==> src/rtl/vga_sprite_renderer.sv <==
// Two-stage pixel pipeline: 16x16 mono sprite over a live background, syncs re-timed to match RGB.
// Optional border overlay is enabled by defining VGA_BORDER_EN.
module vga_sprite_renderer #(
    parameter int          HLINES       = 640,
    parameter int          VLINES       = 480,
    parameter logic [11:0] SPRITE_COLOR = 12'hFFF,
    parameter logic [11:0] BORDER_COLOR = 12'hF00
) (
    input  logic        pixel_clk,
    input  logic        rst,
    input  logic [10:0] hcount,
    input  logic [10:0] vcount,
    input  logic        blank,
    input  logic        hs,
    input  logic        vs,
    input  logic [10:0] sprite_x,
    input  logic [10:0] sprite_y,
    input  logic [11:0] bg_color,
    input  logic        bm_we,
    input  logic [3:0]  bm_addr,
    input  logic [15:0] bm_data,
    output logic [11:0] rgb,
    output logic        hs_out,
    output logic        vs_out,
    output logic        blank_out,
    output logic        frame_tick
);
    logic [10:0] r_sx, r_sy;
    logic        r_frame_tick;
    logic [15:0] r_bitmap [16];

    logic [15:0] r_row1;
    logic [3:0]  r_dx1;
    logic        r_hit1, r_blank1, r_hs1, r_vs1;

    logic [11:0] r_rgb;
    logic        r_hs2, r_vs2, r_blank2;

    logic [10:0] w_dx, w_dy;
    logic        w_hit, w_latch, w_pix;

    assign w_dx    = hcount - r_sx;
    assign w_dy    = vcount - r_sy;
    assign w_hit   = (w_dx < 11'd16) && (w_dy < 11'd16);
    assign w_latch = (hcount == 11'd0) && (vcount == 11'(VLINES));
    assign w_pix   = r_hit1 & r_row1[4'd15 - r_dx1];

`ifdef VGA_BORDER_EN
    logic r_border1;
    logic w_border;
    assign w_border = (hcount == 11'd0) || (hcount == 11'(HLINES - 1)) ||
                      (vcount == 11'd0) || (vcount == 11'(VLINES - 1));

    always_ff @(posedge pixel_clk) begin
        if (rst) r_border1 <= 1'b0;
        else     r_border1 <= w_border;
    end
`endif

    // Position is only taken at start of vertical blank so a frame never tears.
    always_ff @(posedge pixel_clk) begin
        if (rst) begin
            r_sx         <= '0;
            r_sy         <= '0;
            r_frame_tick <= 1'b0;
        end else begin
            r_frame_tick <= w_latch;
            if (w_latch) begin
                r_sx <= sprite_x;
                r_sy <= sprite_y;
            end
        end
    end

    always_ff @(posedge pixel_clk) begin
        if (rst) begin
            for (int i = 0; i < 16; i++) r_bitmap[i] <= '0;
        end else if (bm_we) begin
            r_bitmap[bm_addr] <= bm_data;
        end
    end

    always_ff @(posedge pixel_clk) begin
        if (rst) begin
            r_row1   <= '0;
            r_dx1    <= '0;
            r_hit1   <= 1'b0;
            r_blank1 <= 1'b1;
            r_hs1    <= 1'b1;
            r_vs1    <= 1'b1;
        end else begin
            r_row1   <= r_bitmap[w_dy[3:0]];
            r_dx1    <= w_dx[3:0];
            r_hit1   <= w_hit;
            r_blank1 <= blank;
            r_hs1    <= hs;
            r_vs1    <= vs;
        end
    end

    always_ff @(posedge pixel_clk) begin
        if (rst) begin
            r_rgb    <= '0;
            r_hs2    <= 1'b1;
            r_vs2    <= 1'b1;
            r_blank2 <= 1'b1;
        end else begin
            r_hs2    <= r_hs1;
            r_vs2    <= r_vs1;
            r_blank2 <= r_blank1;
            if (r_blank1)       r_rgb <= '0;
`ifdef VGA_BORDER_EN
            else if (r_border1) r_rgb <= BORDER_COLOR;
`endif
            else if (w_pix)     r_rgb <= SPRITE_COLOR;
            else                r_rgb <= bg_color;
        end
    end

    assign rgb        = r_rgb;
    assign hs_out     = r_hs2;
    assign vs_out     = r_vs2;
    assign blank_out  = r_blank2;
    assign frame_tick = r_frame_tick;
endmodule

==> config.mk <==
export PLATFORM = sky130hd
export DESIGN_NAME = vga_sprite_renderer
export DESIGN_NICKNAME = d
export VERILOG_FILES = /design/src/rtl/vga_sprite_renderer.sv
export SDC_FILE = /design/constraint.sdc
export NUM_CORES = 1
export LEC_CHECK = 0
export ABC_CLOCK_PERIOD_IN_PS = 2850
export CAP_MARGIN = 20
export CELL_PAD_IN_SITES_DETAIL_PLACEMENT = 1
export CELL_PAD_IN_SITES_GLOBAL_PLACEMENT = 2
export CORE_UTILIZATION = 29
export DETAILED_ROUTE_END_ITERATION = 8
export GPL_TIMING_DRIVEN = 0
export PLACE_DENSITY_LB_ADDON = 0.15
export REMOVE_ABC_BUFFERS = 1
export SLEW_MARGIN = 20
export SYNTH_ARGS = -nofsm -noshare
export SYNTH_HDL_FRONTEND = slang
export SYNTH_SLANG_ARGS = --single-unit
==> constraint.sdc <==
create_clock -name pixel_clk -period 2.85 [get_ports pixel_clk]
set_input_delay 0.285 -clock pixel_clk [delete_from_list [all_inputs] [get_ports pixel_clk]]
set_output_delay 0.285 -clock pixel_clk [all_outputs]
set_load 0.005 [all_outputs]
# After elaboration in Yosys (flattened, before gate mapping)

Memories as Yosys holds them, arrays and structs flattened. A register that Yosys moved wholly into a read port is not among the register bits.
Cells that the tools add are included.

Flip-flop bits (word level): 46
RAM bits: 256
Input bits: 82
Output and inout port bits: 16
Word-level logic and storage cells: 37
Memories: 1

Add/subtract/negate cells: 3
Magnitude comparators: 3
Equality and inequality tests: 1
Mux-type cells: 11
Bitwise logic cells: 1
Reduce and logical (&&, ||, !) cells: 5

Memory list:

| memory   | depth | bits a word | read ports | clocked after Yosys merged registers in | wr ports | RTL line | source |
|---|---|---|---|---|---|---|---|
| r_bitmap | 16    | 16          | 1          | 1                                       | 16       | 30       | `logic [15:0] r_bitmap [16];` |

Operators by type and width:

| cell                | number |
|---|---|
| $lt 11x5->1 const B | 2 |
| $sub 11x11->11      | 2 |
| $mux 16             | 1 |
| $reduce_or 16->1    | 1 |
| $mux 12             | 1 |
| $eq 11x9->1 const B | 1 |
| $logic_not 11->1    | 1 |
| $mux 1              | 7 |
| $lt 4x5->1 const B  | 1 |
| $bmux 1 s4          | 1 |
| $mux 4              | 1 |
| $sub 4x4->4 const A | 1 |
| $logic_and 1x1->1   | 2 |
| $reduce_or 2->1     | 1 |
| $and 1x1->1         | 1 |

# Logic depth before layout (Yosys ltp)

Gate-level depths: netlist of the first run.

Depth after elaboration: 5
Mapped depth: 9
Gate-level depth less buffers: 9

# Worst setup path after synthesis of the first run

OpenSTA, ideal clock, no wires.

Path kind: input to register
From: in vcount[0]
To: reg r_row1[12], read port of r_bitmap
Data arrival time: 2.284 ns
Data required time: 2.713 ns
Setup slack: 0.429 ns
Stages on the path: 9
Buffers on the path: 3
Cell sequence: inv_1 ha_1 fa_1 buf_2 buf_2 buf_1 mux4_2 mux2i_1 a211oi_1

Word-level cells in the longest chain between the ends: 1

RTL lines:

| item               | RTL line | source |
|---|---|---|
| start: declaration | 12       | `input logic [10:0] vcount,` |
| $sub 11x11->11     | 43       | `assign w_dy = vcount - r_sy;` |
| end: declaration   | 32       | `logic [15:0] r_row1;` |

No other way between the ends.
A chain may end at the register's enable or synchronous reset.

# Worst setup path in the final report of the first run

Same ends and word-level chain as after synthesis.

==> results.toml, run 1 <==
[synth]
syn_inst = 1057
yosysWarningCount = 0
synth_top_flop_cell = "edfxtp_1"
async_flop_share = 0
synth.area.top_cells = "edfxtp_1, and2_1, mux4_2, dfxtp_1, mux2i_1"
ys_seq_elements = 318
syn-cell-area_mm2 = 0.0147
synth_top_area_frac = 0.522
ys_types = 50
synth_edf_count = 256
yosysSeqAreaShare = 0.606
synth_top_cell_by_area = "edfxtp_1"
syn_area_per_cell_um2 = 13.9

[floorplan]
core_mm2 = 0.0502
die_h_um = 227
die-area_mm2 = 0.0517
initial_core_util = 0.293
row_count = 82
die_w_um = 227
ios = 98

[cts]
path_clk_slew_ps = 50
cts_buffers = 39
clock_latency_ps = 560
clock_sinks = 318
root_buffer = "clkbuf_16"
cts_buffer_depth = 3
cts_hold_buf = 0
htree_levels = 2
cts_tree = "yes"

[timing]
max_freq_mhz = 355
setup_viol = 0
hold_violations = 0
fin_ws_ps = 36.3
relSlewSlack = 0.405
maxSlewViolCount = 0
rsz0062_at_grt = "false"
min_period_ps = 2810
period_share = 0.987
max_slew.worst_pin.slew_ps = 891
clock_skew_ps = 15.4

[hold_path]
hp-class = "in -> reg"

[place]
dp.final_hpwl_um = 27200
io_buffers = 97
dpl_worst_slack_ps = -816
placed_cells_incl_taps = 1787
finalWeightedCongestion = 0.762
placed_cell_area_mm2 = 0.0167

[detailed_routing]
ant_nets = 0
wl_per_cell_um = 22.3
vias_per_cell = 4.70
drcViolationCount = 0
drtPass1Iterations = 4
wl_um = 41500
num_vias = 8751
drt_iter0_drc = 401

[job]
cap_violations = 0

[worst_setup_path]
path_max_fanout = 33
timing.critical_path.to_type = "flip-flop"
start_kind = "input port"
crit_arrival_ps = 3210
worstSetupPathType = "in -> reg"
required_ps = 3240

[cells_and_area]
syn2layout_area_growth_pct = 22.6
fin_cells = 1862
finalInstanceArea_mm2 = 0.0181
layout-drive-gt1-share = 0.168
nNetsFinal = 1264

[global_route]
grt-ovfl-total = 0
grt_max_degree = 55
grt_pass1_wl_um = 61500
groute.usage.overall = 0.166
antenna_found_initial = 1
grt_pass1_vias = 9687

[power]
leakage_uw = 0.00624
powerDensity_mw_per_mm2 = 625
ir_worst_vdd_uv = 357
p_total_uw = 11300

[run_status]
status = "finished clean"
## sequential cells by signal (all words and copies together) (netlist names)
| name | count |
|---|---|
| hs_out | 1 |
| frame_tick | 1 |
| r_bitmap | 256 |
| r_blank1 | 1 |
| r_sy | 11 |
| r_hit1 | 1 |
| r_row1 | 16 |
| vs_out | 1 |
| r_dx1 | 4 |
| r_hs1 | 1 |
| blank_out | 1 |
| r_sx | 11 |
| r_vs1 | 1 |
| rgb | 12 |
## cells in the mapped netlist, types with 4 or more instances
master	n
and2_1	256
edfxtp_1	256
nor2_1	72
mux4_2	65
dfxtp_1	62
clkbuf_1	49
mux2i_1	41
a211oi_1	35
inv_1	26
or2_2	24
nor2b_1	23
ha_1	20
o21ai_0	11
a21oi_1	10
buf_2	8
nand2_1	8
nand2b_1	8
xnor2_1	7
nor3_1	6
buf_4	5
o2111ai_1	5
or3_1	5
a21o_1	4
mux4_1	4
nand4_1	4
## power breakdown
group,total (uW),switching [uW],internal (uW)
clock,4980,1990,2990
sequential,5330,71.8,5260
combinational,972,517,455
## worst max-delay path, stage by stage
cell,delay (ps)
clkdlybuf4s50_1,530
inv_1,100
ha_4,170
fa_4,860
buf_4,140
buf_16,220
mux4_2,230
mux2i_1,120
a211oi_1,520
## cell type report
type / instances / area [um2]
fillers: 5172 / 32100
clock buffers: 53 / 1070
clock inverters: 17 / 193
repair buffers: 129 / 1430
inverters: 26 / 97.6
well taps: 672 / 841
diodes: 1 / 2.50
multi-input cells: 646 / 5500
flip-flops and latches: 318 / 8930
## through the flow
step / TNS [ps] / hold slack [ps] / util
global placement: -1548440 / 393 / 0.324
global route: 0 / 288 / 0.360
floorplan: -20940 / 352 / -
finish: 0 / 291 / 0.360
detailed placement: -21170 / 400 / 0.333
CTS: 0 / 261 / 0.360
## logic make-up after synthesis
logic type	count (synthesis)	synth area share
flops	318	0.606
buf+inv	93	0.0272
compound gates	87	0.0415
xor+xnor	7	0.00416
fa+ha+maj	22	0.0197
simple gates	419	0.166
mux	111	0.135
## metal layers
metal,global-route usage,wire [um]
met1,0.206,18100
met2,0.296,20900
met3,0.0294,1690
met4,0.0422,845
met5,0,0
## cells in the final DEF (no fill, tap or decap), drive strengths merged, types with 4 or more instances in the layout
cell type,count
ha,20
nor2,72
mux4,69
a211oi,35
bufinv,4
a21oi,10
edfxtp,256
nand4,4
o2111ai,5
or2,24
clkbuf,53
or3,5
nor4,4
nand2,8
dfxtp,62
inv,27
buf,33
o21ai,11
clkinv,12
xnor2,7
nor3,6
a21o,4
nor2b,23
nand2b,8
and2,257
clkdlybuf4s50,96
mux2i,41
## repair_timing
action / 4_1_cts / 5_1_grt
setup buffers: 4 / 0
setup endpoints to repair: 16 / 1
pin swaps: 1 / 0
resized for setup: 1 / 1
## worst paths after layout
kind	to	slack [ps]	depth (start not counted)	start
max	r_row1[12]	40	9	vcount[0]
min	r_blank1	290	2	blank
max reg2reg	r_row1[12]	60	7	r_sy[0]
min reg2reg	vs_out	410	1	r_vs1
Note: power is estimated with default switching activity, not from simulation.
==> inputs of run 2 (changes only) <==
GPL_TIMING_DRIVEN = not set   (was 0)
==> run 2 against run 1 <==
Compared with the run above:
- combinational power is 5% higher
- highest routed layer unchanged
- critical path depth fell by 1
- largest power group unchanged
- critical path type is now reg -> reg
- cell area is 0.54% higher
==> results.toml, run 2 (synthesis results as in run 1) <==
[run_status]
status = "finished clean"

[global_route]
grt_max_degree = 35
grt_pass1_wl_um = 64000
grt_pass1_vias = 9897
groute.usage.overall = 0.172
grt-ovfl-total = 0
antenna_found_initial = 1

[worst_setup_path]
cp_common_cell = "buf_12"
cpMaxStageDelayCell = "fa_4"
path_max_fanout = 21
worstSetupPathType = "reg -> reg"
required_ps = 3270
start_kind = "flip-flop"
crit_chain = "ha_4, fa_4, buf_12, buf_4, buf_12, mux4_2, mux2i_1, a211oi_1"
crit_arrival_ps = 3130
slowest_delay_ps = 780
rrSetupSlack_ps = 140
timing.critical_path.to_type = "flip-flop"

[timing]
max_slew.worst_pin.slew_ps = 670
rsz0062_at_grt = "false"
clock_skew_ps = 11.3
holdWs_ps = 304
fin_ws_ps = 138
min_period_ps = 2710
setup_viol = 0
hold_violations = 0
max_freq_mhz = 369
maxSlewViolCount = 0
period_share = 0.952
relSlewSlack = 0.552

[place]
finalWeightedCongestion = 0.758
io_buffers = 97
dp.final_hpwl_um = 28400
dpl_worst_slack_ps = -429

[power]
powerDensity_mw_per_mm2 = 619
leakage_uw = 0.00638
ir_worst_vdd_uv = 299

[cts]
cts_buffer_depth = 3
cts_hold_buf = 0
cts_tree = "yes"
clock_latency_ps = 550
cts_buffers = 39
htree_levels = 2
root_buffer = "clkbuf_16"
path_clk_slew_ps = 60
clock_sinks = 318
postCtsSetupBuffers = 0

[cells_and_area]
multi_input_area_mm2 = 0.00544
nNetsFinal = 1304
nFillCells = 5192
layout-drive-gt1-share = 0.183
final_cell_mix = "and2_1, edfxtp_1, clkdlybuf4s50_1"
seqCellArea_mm2 = 0.00893
diodes = 0
syn2layout_area_growth_pct = 23.3
largest_reg_flops = 256
regMostFlops = "r_bitmap"

[detailed_routing]
ant_nets = 0
wl_um = 42600
drcViolationCount = 0
drt_iter0_drc = 454
num_vias = 8882
drtPass1Iterations = 4
wl_per_cell_um = 22.4
vias_per_cell = 4.67

[floorplan]
row_count = 82
ios = 98
die-area_mm2 = 0.0517
initial_core_util = 0.293
core_mm2 = 0.0502
die_w_um = 227
die_h_um = 227

[hold_path]
hp-class = "in -> reg"

[job]
cap_violations = 0
## run 2: report_power, final
part | switching, uW | internal (uW)
combinational | 532 | 490
sequential | 82.2 | 5260
clock | 1980 | 2880
total | 2590 | 8640
## run 2: worst paths after layout
check / cells after the start / end / startpoint
worst min register to register: 1 / vs_out / r_vs1
worst min-delay path: 2 / r_vs1 / vs
worst max register to register: 8 / r_row1[13] / r_sy[0]
worst max-delay path: 8 / r_row1[13] / r_sy[0]
## run 2: layer usage
metal / global-route usage / vias up / share of wire
li1: - / 4141 / -
met1: 0.218 / 4544 / 0.44
met2: 0.303 / 147 / 0.50
met3: 0.0245 / 50 / 0.033
met4: 0.0496 / 0 / 0.021
met5: 0 / - / 0
## run 2: cell type report
class | instances | share of cell area
multi-input combinational | 646 | 0.300
inverter | 26 | 0.00538
tap | 672 | 0.0463
sequential | 318 | 0.492
clock inverter | 18 | 0.00903
clock buffer | 51 | 0.0585
timing repair buffer | 169 | 0.0892
## run 2: worst max-delay path: cells and delay by family, from the launching register on
family,cells,cell delay (ps)
adders and majority gates,2,950
muxes,2,630
buffers and inverters,3,490
DFF,1,340
AOI/OAI and AO/OA,1,150
## run 2: what timing repair did
item,in CTS,in global routing
endpoints found under the setup margin,0,2
endpoints found under the hold margin,0,0
resized for setup,0,1
## run 2: metrics by stage
stage          instance area [um2]  total power (uW)   util  setup TNS [ps]  instances
2_1_floorplan                14400              5920      -          -20940        990
3_3_place_gp                 16900              6490  0.337           -4980       1831
3_5_place_dp                 16900              6490  0.337           -4710       1831
4_1_cts                      18100             11400  0.362               0       1900
5_1_grt                      18200             11600  0.362               0       1900
6_report                     18200             11200  0.362               0       1900
